## src/rtl/shift_add_multiplier.sv

```systemverilog
// Sequential unsigned W x W shift-and-add multiplier driving an external ripple-carry adder.
// One add-and-shift iteration per clock; the product is held until the next completion.
module shift_add_multiplier #(
  parameter int unsigned W = 4
) (
  input  logic           clk,
  input  logic           rst_n,
  input  logic           start,
  input  logic [W-1:0]   mcand,
  input  logic [W-1:0]   mplier,
  output logic           busy,
  output logic           done,
  output logic [2*W-1:0] p,
  output logic [W-1:0]   add_a,
  output logic [W-1:0]   add_b,
  output logic           add_cin,
  input  logic [W-1:0]   add_s,
  input  logic           add_cout
);

  localparam int unsigned CW = $clog2(W) + 1;

  typedef enum logic [1:0] {
    IDLE = 2'd0,
    RUN  = 2'd1,
    FIN  = 2'd2
  } state_t;

  state_t         state;
  state_t         state_nxt;
  logic [W-1:0]   m;
  logic [W-1:0]   hi;
  logic [W-1:0]   lo;
  logic [CW-1:0]  cnt;
  logic           last;
  logic [2*W-1:0] shifted;

  assign last = (cnt == CW'(W - 1));

  // Full W+1 bit sum is kept: carry becomes the new MSB after the right shift.
  assign shifted = {add_cout, add_s, lo[W-1:1]};

  // State register
  always_ff @(posedge clk or negedge rst_n) begin
    if (!rst_n) begin
      state <= IDLE;
    end else begin
      state <= state_nxt;
    end
  end

  // Next-state logic
  always_comb begin
    state_nxt = state;
    case (state)
      IDLE:    if (start) state_nxt = RUN;
      RUN:     if (last)  state_nxt = FIN;
      FIN:     state_nxt = IDLE;
      default: state_nxt = IDLE;
    endcase
  end

  // Adder operands and done decode; operands come from registers only
  always_comb begin
    add_a   = '0;
    add_b   = '0;
    add_cin = 1'b0;
    done    = 1'b0;
    case (state)
      RUN: begin
        add_a = hi;
        add_b = lo[0] ? m : '0;
      end
      FIN:     done = 1'b1;
      default: ;
    endcase
  end

  // Datapath: operand capture, iteration, product latch
  always_ff @(posedge clk or negedge rst_n) begin
    if (!rst_n) begin
      m   <= '0;
      hi  <= '0;
      lo  <= '0;
      cnt <= '0;
      p   <= '0;
    end else begin
      case (state)
        IDLE: begin
          if (start) begin
            m   <= mcand;
            hi  <= '0;
            lo  <= mplier;
            cnt <= '0;
          end
        end
        RUN: begin
          {hi, lo} <= shifted;
          cnt      <= cnt + CW'(1);
          if (last) p <= shifted;
        end
        default: ;
      endcase
    end
  end

  // Busy is registered and tracks entry into RUN
  always_ff @(posedge clk or negedge rst_n) begin
    if (!rst_n) begin
      busy <= 1'b0;
    end else begin
      busy <= (state_nxt == RUN);
    end
  end

endmodule

```

## config.mk

```make
export PLATFORM = sky130hd
export DESIGN_NAME = shift_add_multiplier
export DESIGN_NICKNAME = d
export VERILOG_FILES = /design/src/rtl/shift_add_multiplier.sv
export SDC_FILE = /design/constraint.sdc
export NUM_CORES = 1
export LEC_CHECK = 0
export CAP_MARGIN = 40
export CORE_ASPECT_RATIO = 0.7
export CORE_UTILIZATION = 42
export CTS_BUF_LIST = sky130_fd_sc_hd__clkbuf_2
export DETAILED_ROUTE_END_ITERATION = 8
export PLACE_DENSITY = 0.76
export SLEW_MARGIN = 20
export SYNTH_ARGS = -nofsm -noshare
export SYNTH_HDL_FRONTEND = slang
export SYNTH_SLANG_ARGS = --single-unit
```

## constraint.sdc

```tcl
create_clock -name clk -period 1.4 [get_ports clk]
set_input_delay 0.14 -clock clk [delete_from_list [all_inputs] [get_ports clk]]
set_output_delay 0.14 -clock clk [all_outputs]
set_load 0.005 [all_outputs]
```

### Yosys cells after proc, flatten, opt, wreduce, memory -nomap -nowiden

Cells that the tools add are included.

* bits in registers: 26
* output and inout bits: 19
* logic and storage cells: 31

* $add $sub $neg: 1
* equality and inequality tests: 5
* mux-type cells: 13
* reductions and logical operators: 5

Operators with widths (count)
* 2-to-1 mux 4 bit: 5
* one-hot mux 4 bit (2 select lines): 2
* one-hot mux 3 bit (2 select lines): 1
* AND reduction 2 bit: 3
* == test 2 x 1 -> 1 bit, second input constant: 2
* 2-to-1 mux 2 bit: 2
* one-hot mux 2 bit (2 select lines): 1
* adder 3 x 1 -> 3 bit, second input constant: 1
* == test 3 x 2 -> 1 bit, second input constant: 1
* 2-to-1 mux 3 bit: 1
* == test 2 bit, second input constant: 1
* zero test 2 bit: 1
* != test 2 bit, second input constant: 1
* nonzero test 2 bit: 1
* 2-to-1 mux 1 bit: 1

### Logic depth before layout (Yosys ltp)

Gate-level depths: netlist of the first run.

* word-level depth: 4
* gate-level depth with buffers: 4

### Worst setup path after synthesis of the first run

OpenSTA, ideal clock, no wires.

* kind: register to register
* start point: reg cnt[0]
* end point: reg p[0]
* library setup time: 125 ps
* arrival: 1255 ps
* required time: 1275 ps
* path slack: 21 ps
* stages on the path, launching flop included: 5
* cell sequence: dfrtp_1 > ha_1 > ha_1 > nand2_2 > mux2_2

* cells in the longest elaborated chain, start to end: 2

RTL lines
* start, declared: RTL line 34 `logic [CW-1:0] cnt;`
* start signal, assigned: RTL line 99 `cnt <= cnt + CW'(1);`
* == test 3 x 2 -> 1 bit: RTL line 38 `assign last = (cnt == CW'(W - 1));`
* AND reduction 2 bit (no source line)
* end signal, assigned: RTL line 100 `if (last) p <= shifted;`
* end, declared: RTL line 13 `output logic [2*W-1:0] p,`

Every way passes these cells.
A chain may end at the register's enable or synchronous reset.

### Worst setup path after layout of the first run

* start point: reg state[1]
* end point: reg m[0]

* cells in the longest elaborated chain, start to end: 2

RTL lines
* start, declared: RTL line 29 `state_t state;`
* start signal, assigned: RTL line 48 `state <= state_nxt;`
* zero test 2 bit: RTL line 88 `case (state)`
* AND reduction 2 bit (no source line)
* end signal, assigned: RTL line 91 `m <= mcand;`
* end, declared: RTL line 31 `logic [W-1:0] m;`

Every way passes these cells.

==> results summary, run 1 <==
The clock tree root buffer cell is clkbuf_2. The number of hold-slack violations in the final timing report is 0. Counting flops with a built-in enable in the synthesized netlist gives 0. The maximum number of pins on one net before global-route repair came out at 27. The synthesized instance count is 86.

The starting density of the core came out at 44.5%. The routed wirelength normalized by instance count came out at 16.5 µm. The largest stage delay on the critical path came out at 500 ps. The pre-antenna-repair detailed-routing pass consisted of 4 iterations. The cell count after placement is 162. The buffer and inverter count on the worst path came out at 3. Walking the worst path, the cells encountered are buf_4 -> buf_6 -> nand2b_4 -> nor2_4 -> buf_6 -> mux2_2. The library cell occupying the most area in the post-synthesis netlist is dfrtp_1. For this design, the sink count on the clock tree is 26. The element type at the critical path start is a flop. The post-route antenna net violation count came out at 0. The fill cell total of the finished layout came out at 181. The deepest level of the CTS H-tree is 1. The power per unit of standard cell area is 2290 nW/µm². The master of the slowest instance on the critical path is dfrtp_2. The flow ran to the end, but the final reports show violations. The final net count came out at 161. The number of global-route vias before repair came out at 901. The area of the die is 2840 µm². The global-route wire length before repair is 4330 µm. For the worst setup path, the data required time is 1660 ps. The maximum net fanout on the critical path came out at 4. The detailed placement HPWL came out at 1680 µm. The global-route congestion overflow total came out at 0. The highest attainable clock frequency is 646 MHz. Summing all flip-flop and latch instances after layout gives 652 µm². The library cells used most frequently in the layout, excluding fill and tap cells, are 25 x dfrtp_1, 15 x clkdlybuf4s50_1, 12 x buf_6, 12 x buf_4, 8 x dlygate4sd2_1. The chip height came out at 44.9 µm. The non-filler instance count after layout is 176.

The diode insertion count for antenna repair came out at 0. The min-delay analysis places its worst path in the category primary input to async pin. The area share of the largest cell type after synthesis came out at 59.0%.

The count of buffers from port buffering is 33. On the critical path the largest part of the delay comes from flip-flops. The data arrival time of the worst path is 1810 ps. 35 I/O pins were placed. The count of unique library cells instantiated by Yosys came out at 23. The die boundary width came out at 63.3 µm. For this run, the total global-route usage over all layers was measured as 20.8%.

Cells with a size suffix above 1 make up 45.8% of the layout. The clock tree from TritonCTS is done. Routability-driven placement finished with a final weighted congestion of 0.758.

The initial detailed-routing violation count came out at 11. After synthesis, the cell types taking the most area are dfrtp_1 59%, mux2_2 12%, a22o_1 4.0%. The final-report setup violation count came out at 12. The endpoint class of the critical path is a flop. The final max-slew violation count is 0.

The smallest clock period supported by the final layout is computed as 1550 ps. The number of rows in the core area is 15. IR analysis of the VDD net gives a maximum drop of 1.26 mV. The most used flip-flop cell after synthesis is dfrtp_1. For this design the static power due to leakage is 0.000830 µW. The number of antenna violations at the first check in global routing is 0. After clock tree synthesis, the clock-pin slew on the worst setup and hold paths is 250 ps. The final reports fail on negative setup slack. The layout-stage area growth over the synthesis result came out at 63.6%. The number of DRC violations after detailed routing came out at 0. Counting stages on the worst path, the most repeated cell is buf_6. Setup repair after global routing could not meet its margin everywhere.

The core outline area came out at 2480 µm². The sequential share of the synthesized area is 59.0%. The post-synthesis async set-or-reset flop share came out at 100%. The post-route fraction of the period consumed by the critical path came out at 111%. The tool flagged a number of max-cap violations equal to 0. The post-synth design cell area is 1100 µm². The clock reaches the later pin of the worst-skew pair after 350 ps. The average size of a mapped cell is 12.8 µm².

The synthesis-stage register bit count came out at 26. Dividing the detail-routed via count by the number of cells gives 5.27. By startpoint and endpoint, the worst setup path is classified as flop to flop. The final routed wirelength across all metal layers is 2910 µm.

The final hold slack came out at 108 ps. Buffers inserted during clock tree synthesis total 3. During synthesis, Yosys emitted a total of 0 warnings. Across all layers, the routed design uses 928 vias. The number of nets handed over by synthesis was 104. No sink is reached through more buffers than the 2 on the longest clock path. The library cell used most frequently in the layout, excluding fill and tap cells, is dfrtp_1.

The combined area of the multi-input logic cells came out at 572 µm². The largest clock skew in the final design came out at 19.9 ps. The smallest setup slack after layout is -148 ps.
## Yosys cell counts, types with 2 or more instances
library cell,instances
dfrtp_1,26
a21oi_1,2
o22ai_1,4
and2_1,4
o32ai_1,4
a22o_1,5
o21ai_0,2
nand2_1,2
inv_1,3
and3_1,4
nor2_1,6
ha_1,2
mux2_2,12
## where the power goes
part | switching (µW) | total (µW) | internal (µW)
Clock | 220 | 466 | 246
Sequential | 286 | 1410 | 1120
Combinational | 872 | 2260 | 1390
Total | 1380 | 4130 | 2750
## cell type report
class / instances / share of cell area [%]
clock buffers: 3 / 0.832
inverters: 3 / 0.624
repair buffers: 53 / 26.7
clock inverters: 1 / 1.66
flip-flops and latches: 26 / 36.1
well taps: 34 / 2.36
multi-input cells: 56 / 31.7
## state kept, by name, summed over array words and instances (netlist names)
signal,flops
state,2
busy,1
lo,4
cnt,3
m,4
hi,4
p,8
## stage by stage
step,worst slack (ps),TNS [ps],area [µm²],utilization [%],total power (µW)
after floorplan,20.8,0,1100,-,2140
after global placement,-59.8,-501,1550,62.6,3030
after detailed placement,-81.5,-1190,1550,62.6,3090
after CTS,-165,-987,1690,68.2,3810
after global routing,-216,-2120,1810,72.9,4410
final,-148,-1200,1810,72.9,4130
## layer usage
metal	vias up	track usage, %	wire [µm]
met3	6	5.56	186
met4	0	5.45	78
met1	456	28.4	1210
li1	424	-	-
met5	-	0	0
met2	42	33.5	1430
## cells by family (layout without fill, tap and decap cells)
family,count (synthesis),in the layout,synth area share [%]
flops,26,26,59.0
simple gates,21,23,11.5
compound gates,18,18,12.2
mux,12,12,12.2
buf+inv,6,60,2.49
fa+ha+maj,2,2,2.27
other cells,1,1,0.340
## worst paths after layout
check / from / endpoint / slack [ps] / cells past startpoint
setup / recovery: state[1]$_DFF_PN0_ / m[0]$_DFFE_PN0P_ / -150 / 6
hold / removal: rst_n / p[6]$_DFFE_PN0P_ / 110 / 2
setup reg to reg: state[1]$_DFF_PN0_ / m[0]$_DFFE_PN0P_ / -150 / 6
hold reg to reg: cnt[2]$_DFFE_PN0P_ / cnt[2]$_DFFE_PN0P_ / 530 / 2
max in group asynchronous: rst_n / state[1]$_DFF_PN0_ / 1010 / 2
min in group clk: mcand[3] / m[3]$_DFFE_PN0P_ / 380 / 2
## repair_timing
item                                    4_1_cts  5_1_grt
pin swaps                                     4        6
hold buffers                                  0        0
gates resized for setup                      57       25
gates cloned                                  2        0
endpoints found under the setup margin       25       25
hold endpoints to repair                      0        0
setup buffers                                 7        3
Note: power is estimated with default switching activity, not from simulation.
==> inputs of run 2 (changes only) <==
CORE_MARGIN = 5   (was default)
CORE_UTILIZATION = 47   (was 42)
PLACE_DENSITY = 0.81   (was 0.76)
RECOVER_POWER = 50   (was default)
clock period = 1.73 ns   (was 1.4 ns; I/O delays follow)
==> results summary, run 2 (synthesized netlist as in run 1, its figures left out) <==
The number of hold-slack violations in the final timing report was 0 (unchanged). The highest attainable clock frequency came out at 605 MHz (-6.3%). The initial detailed-routing violation count came out at 32 (+21). The number of vias per cell came out at 5.24 (-0.66%). The global placer's final weighted congestion is 0.805 (+6.3%). The area of the die is 3430 µm² (+21%).

Setup repair after global routing could not meet its margin everywhere. The starting density of the core came out at 50.4% (+5.9 points). The number of global-route vias before repair came out at 935 (+3.8%). The final-report setup violation count is 0 (-12). The core outline area is 2190 µm² (-12%). The clock power share is 8.0% (-3.3 points).

The flow ran to the end, and the final reports show no timing, DRC or antenna violations. The maximum net fanout on the critical path came out at 9 (+5). The total of max-cap violations came out at 0 (unchanged).

In the layout the commonest cells are 25 x dfrtp_1, 23 x clkdlybuf4s50_1, 12 x mux2_2, 9 x buf_4, 7 x clkbuf_2. By instance count, the cell type seen most on the critical path is buf_4. The die boundary width came out at 67.9 µm (+7.4%). The largest clock skew in the final design is 4.95 ps (-15.0 ps). In this run the clock root is driven by a clkbuf_2. The routed wirelength normalized by instance count is 15.9 µm (-3.7%). The remaining max-slew budget at the tightest pin came out at 55.9%. The fill cell total of the finished layout came out at 171 (-5.5%). The count of vias placed by the detailed router was 859 (-7.4%). The aggregate global-route resource usage is 17.1% (-3.7 points).

The time the final worst path needs with I/O delays and setup came out at 1650 ps (+104 ps). The combinational group share of total power came to 51.9% (-2.7 points). Traced cell by cell, the critical path runs through buf_4 -> nor2b_4 -> buf_4 -> buf_4 -> buf_4 -> nand2_8 -> mux2_2.

The switching power of the nets is 927 µW (-33%). The number of ports placed on the die boundary is 35 (unchanged). The post-route antenna net violation count came out at 0 (unchanged). The worst path required time was 1990 ps (+330 ps).

The startpoint of the lowest-slack register-to-register path is state[0]$_DFF_PN0_. The leakage power is 0.000712 µW (-14%). The number of hold-repair buffers added at the cts stage is 0 (unchanged). The iteration count of the initial detailed-routing pass is 4 (unchanged). The maximum buffer depth of the clock tree came out at 2 (unchanged). The total power draw is 2720 µW (-34%). The number of flip-flops in the largest register was 8 (unchanged). The final max-slew violation count came out at 0 (unchanged). The global-route wire length before repair came out at 4370 µm (+0.78%). The most common library cell in the layout ignoring fill and taps is dfrtp_1.

The critical path in this run is classified as flop to flop. The count of buffers from port buffering is 33 (unchanged). The chip height is 50.5 µm (+13%). The largest stage delay on the critical path is 440 ps (-60 ps).

The relative contribution of sequential cells to total power came out at 40.1% (+6.0 points). The master of the slowest instance on the critical path is dfrtp_1. The number of clock sinks is 26 (unchanged). The detailed placement HPWL came out at 1750 µm (+4.6%). STA classifies the critical path endpoint as a flop. The fraction of final layout cells with drive strength greater than 1 is 28.0% (-18 points). STA classifies the critical path startpoint as a flop.

The final hold slack is 235 ps (+127 ps). The standard cell area after detailed placement came out at 1480 µm² (-4.5%). The final routed wirelength across all metal layers came out at 2610 µm (-10%). The switching share of power is 34.0% (+0.67 points). TritonCTS built the clock tree. The path class of the tightest hold or removal check is primary input to async pin. The final net count is 151 (-6.2%). The layout-stage area growth over the synthesis result came out at 41.6%. The deepest level of the CTS H-tree came out at 1 (unchanged). The number of DRC violations after detailed routing came out at 0 (unchanged). The power per unit of standard cell area is 1740 nW/µm² (-24%). The total negative slack for setup checks is 0 ps (+1200 ps). The post-route fraction of the period consumed by the critical path came out at 95.5% (-15 points).

The TritonCTS buffer count was 3 (unchanged). The worst-margin pin slew came out at 660 ps. The internal portion of total power is 1800 µW (-35%). The clock input transition at the sequential cells of the worst setup and hold paths came out at 220 ps (-30 ps). The number of rows in the core area came to 14 (-1). The maximum resistive drop on vdd is 0.865 mV (-32%). The number of antenna violations at the first check in global routing is 0 (unchanged).

The critical path starts at state[0]$_DFF_PN0_. The global-route congestion overflow total came out at 0 (unchanged). The data arrival time of the worst path was 1910 ps (+100 ps). The area of all placed cells without fillers is 1560 µm² (-13%). The maximum number of pins on one net before global-route repair came to 27 (unchanged). The diode insertion count for antenna repair came out at 0 (unchanged). The register ranked first by flip-flop count is p. The insertion delay of the later-clocked pin in the worst-skew pair came out at 340 ps (about the same).
==> run 2: power by group through the flow <==
| stage | registers [µW] | logic [µW] | clock network (µW) |
|---|---|---|---|
| 3_5_place_dp | 1110 | 1290 | 0 |
| 3_3_place_gp | 1090 | 1260 | 0 |
| 2_1_floorplan | 1070 | 665 | 0 |
| 5_1_grt | 1130 | 1550 | 260 |
| 6_report | 1090 | 1410 | 218 |
| 4_1_cts | 1090 | 1390 | 233 |
==> run 2: cell type report <==
cell class / count / area (µm²) / area share, %
clock buffers: 3 / 15.0 / 0.961
clock inverters: 1 / 3.75 / 0.240
inverters: 3 / 11.3 / 0.721
multi-input cells: 55 / 449 / 28.7
flip-flops and latches: 26 / 652 / 41.7
well taps: 32 / 40.0 / 2.56
repair buffers: 44 / 392 / 25.1
==> run 2: repair_timing <==
| item | in CTS | in global routing |
|---|---|---|
| gates cloned | 1 | 0 |
| setup buffers | 7 | 1 |
| setup endpoints to repair | 9 | 12 |
| resized for setup | 17 | 7 |
==> run 2: path summary, 6_finish.rpt <==
kind	slack, ps	endpoint	cells after the start
max in group asynchronous	1230	state[1]$_DFF_PN0_	2
max reg2reg	80	p[0]$_DFFE_PN0P_	7
min	230	state[0]$_DFF_PN0_	2
min reg2reg	520	cnt[2]$_DFFE_PN0P_	2
max	80	p[0]$_DFFE_PN0P_	7
min in group clk	430	m[0]$_DFFE_PN0P_	2
==> run 2: routing by layer <==
metal	global-route usage [%]	share of wire (%)	vias to the layer above
met4	4.95	1.1	0
met1	21.6	44	413
li1	-	-	402
met5	0	0	-
met2	26.3	45	38
met3	7.81	9.9	6
==> run 2: per-stage QoR <==
step                utilization, %  cells  setup WS [ps]
floorplan                        -     86            351
global placement              67.6    151            158
detailed placement            67.6    151            102
CTS                           71.5    163           4.41
global route                  71.4    164          -9.55
finish                        71.4    164           78.4
==> run 2: worst max-delay path, delay by kind of cell, from the launching register on <==
kind / cells / cell delay (ps)
flip-flops: 1 / 440
AND/OR/NAND/NOR: 2 / 240
multiplexers: 1 / 340
buffers and inverters: 4 / 560
==> inputs of run 3 (changes only) <==
CORE_UTILIZATION = 45   (was 47)
CTS_BUF_LIST = default   (was sky130_fd_sc_hd__clkbuf_2)
PLACE_DENSITY = 0.78   (was 0.81)
==> results summary, run 3 (synthesized netlist as in run 1, its figures left out) <==
The flow ran to the end, and the final reports show no timing, DRC or antenna violations. The final routed wirelength across all metal layers came out at 2510 µm (-3.9%). The number of rows in the core area came out at 15 (+1). The switching share of power was 32.1% (-2.0 points). The starting density of the core is 45.9% (-4.5 points). The number of hold-slack violations in the final timing report came out at 0 (unchanged). The final-report setup violation count came out at 0 (unchanged).

The startpoint identified for the worst register-to-register timing path is state[0]$_DFF_PN0_. The data arrival time of the worst path came out at 1870 ps (-40 ps). The TritonCTS buffer count came out at 3 (unchanged). The layout-stage area growth over the synthesis result is 41.9%. The fraction of final layout cells with drive strength greater than 1 is 26.5% (-1.5 points). The maximum resistive drop on vdd was 0.772 mV (-11%). The combinational group share of total power is 49.2% (-2.7 points).

The clock tree from TritonCTS is done. The largest clock skew in the final design came out at 8.57 ps (+3.61 ps). The root buffer cell chosen for the clock tree is clkbuf_4. The relative contribution of sequential cells to total power came out at 39.7% (-0.4 points). The final max-slew violation count is 0 (unchanged). The global-route wire length before repair is 4150 µm (-5.1%).

The final net count is 151 (unchanged). The non-filler instance count after layout was 166 (+1.2%). The register ranked first by flip-flop count is p. The number of vias per cell came to 5.29 (+0.98%). The die boundary width came to 69.2 µm (+1.9%). The clock power share came out at 11.1% (+3.1 points). The worst path required time came out at 1950 ps (-40 ps). The library cell used most frequently in the layout, excluding fill and tap cells, is dfrtp_1. The count of buffers from port buffering came out at 33 (unchanged). The number of antenna violations at the first check in global routing came out at 0 (unchanged). The maximum net fanout on the critical path came out at 9 (unchanged).

The aggregate global-route resource usage came out at 15.2% (-1.9 points). The total of max-cap violations is 0 (unchanged). The routed wirelength normalized by instance count is 15.1 µm (-5.0%). The area of the die was 3560 µm² (+3.7%). The number of global-route vias before repair came out at 879 (-6.0%).

The post-route fraction of the period consumed by the critical path came out at 95.3% (-0.14 points). The chip height came to 51.4 µm (+1.8%). The worst setup path is launched from a flop. The post-route antenna net violation count is 0 (unchanged). The detailed placement HPWL came to 1690 µm (-3.4%).

The worst min-delay path class is primary input to async pin. The leakage power is 0.000719 µW (+1.1%). The total power draw is 2770 µW (+1.7%).

The internal portion of total power came out at 1880 µW (+4.7%). The core outline area came to 2400 µm² (+9.7%). The global-route congestion overflow total is 0 (unchanged).

The maximum number of pins on one net before global-route repair is 27 (unchanged). The power per unit of standard cell area is 1770 nW/µm² (+1.4%). The diode insertion count for antenna repair was 0 (unchanged). The global placer's final weighted congestion is 0.816 (+1.3%).

The insertion delay of the later-clocked pin in the worst-skew pair is 330 ps (about the same). The initial detailed-routing violation count is 27 (-16%). The deepest level of the CTS H-tree is 1 (unchanged). The worst-margin pin slew is 671 ps (+10.9 ps). The iteration count of the initial detailed-routing pass is 4 (unchanged).

The total negative slack for setup checks came out at 0 ps (unchanged). In this run the worst setup path begins at state[0]$_DFF_PN0_. The clock input transition at the sequential cells of the worst setup and hold paths came out at 140 ps (-80 ps). The count of vias placed by the detailed router is 878 (+2.2%). The endpoint class of the critical path is a flop.

The number of flip-flops in the largest register came to 8 (unchanged). In the layout the commonest cells are 25 x dfrtp_1, 23 x clkdlybuf4s50_1, 12 x mux2_2, 9 x buf_4, 7 x dlygate4sd2_1. The number of clock sinks came out at 26 (unchanged).

The reg2reg setup slack is 80 ps (about the same). The maximum buffer depth of the clock tree is 2 (unchanged). The type of the setup path with the least slack is flop to flop. The remaining max-slew budget at the tightest pin is 55.2% (-0.73 points). The time the final worst path needs with I/O delays and setup came to 1650 ps (-2.49 ps). The switching power of the nets was 888 µW (-4.3%). The highest attainable clock frequency came out at 606 MHz (+0.15%). The cell count after placement is 153 (+1.3%). The number of ports placed on the die boundary came to 35 (unchanged). The number of DRC violations after detailed routing came to 0 (unchanged). Setup repair after global routing left no endpoint under its margin.
run 3: changes by cell type in the layout (fill, tap and decap cells not counted):
cell,change
buf_6,-1
inv_1,+1
dlygate4sd2_1,+3
clkbuf_2,-3
clkdlybuf4s15_1,-1
clkbuf_4,+2
nand2_8,-1
inv_2,-1
clkbuf_8,+1
nand2_2,+1
clkinv_1,-1
run 3: power groups by stage:
stage                     clock network [µW]  registers, µW  logic [µW]
after global placement                     0           1090        1260
after global routing                     338           1140        1490
after CTS                                320           1100        1400
after floorplan                            0           1070         665
final                                    307           1100        1360
after detailed placement                   0           1100        1290
run 3: through the flow:
step | worst slack, ps | hold WS [ps] | utilization, % | area [µm²]
floorplan | 351 | -123 | - | 1100
global placement | 161 | 462 | 61.7 | 1480
detailed placement | 114 | 474 | 61.7 | 1480
CTS | 23.7 | 191 | 66.0 | 1590
global route | 2.67 | 445 | 65.2 | 1570
finish | 80.9 | 373 | 65.2 | 1570
run 3: path summary, 6_finish.rpt:
| check | cells past startpoint | endpoint |
|---|---|---|
| max in group asynchronous | 2 | state[1]$_DFF_PN0_ |
| max | 6 | p[7]$_DFFE_PN0P_ |
| min | 2 | lo[0]$_DFFE_PN0P_ |
| min reg2reg | 2 | cnt[2]$_DFFE_PN0P_ |
| max reg2reg | 6 | p[7]$_DFFE_PN0P_ |
| min in group clk | 2 | m[2]$_DFFE_PN0P_ |
run 3: final cells by class:
type,count,area [µm²]
well taps,34,42.5
flip-flops and latches,26,652
repair buffers,44,389
fillers,211,836
multi-input cells,55,435
inverters,3,11.3
clock buffers,4,36.3
run 3: routing by layer:
layer	vias to the layer above	global-route usage (%)	wire, µm
met2	48	24.8	1140
met3	6	7.27	244
met5	-	0	0
met1	424	18.1	1100
met4	0	3.90	20
li1	400	-	-
run 3: timing repair:
action	CTS	global route
buffers inserted	8	0
setup endpoints to repair	9	2
resized for setup	13	2
hold buffers	0	0
cloned	1	0
run 3: critical path, stage by stage, from the launching register on:
cell	delay [ps]
dfrtp_1	430
nor2b_4	140
buf_4	140
buf_4	130
buf_4	140
nand2_2	210
mux2_2	360
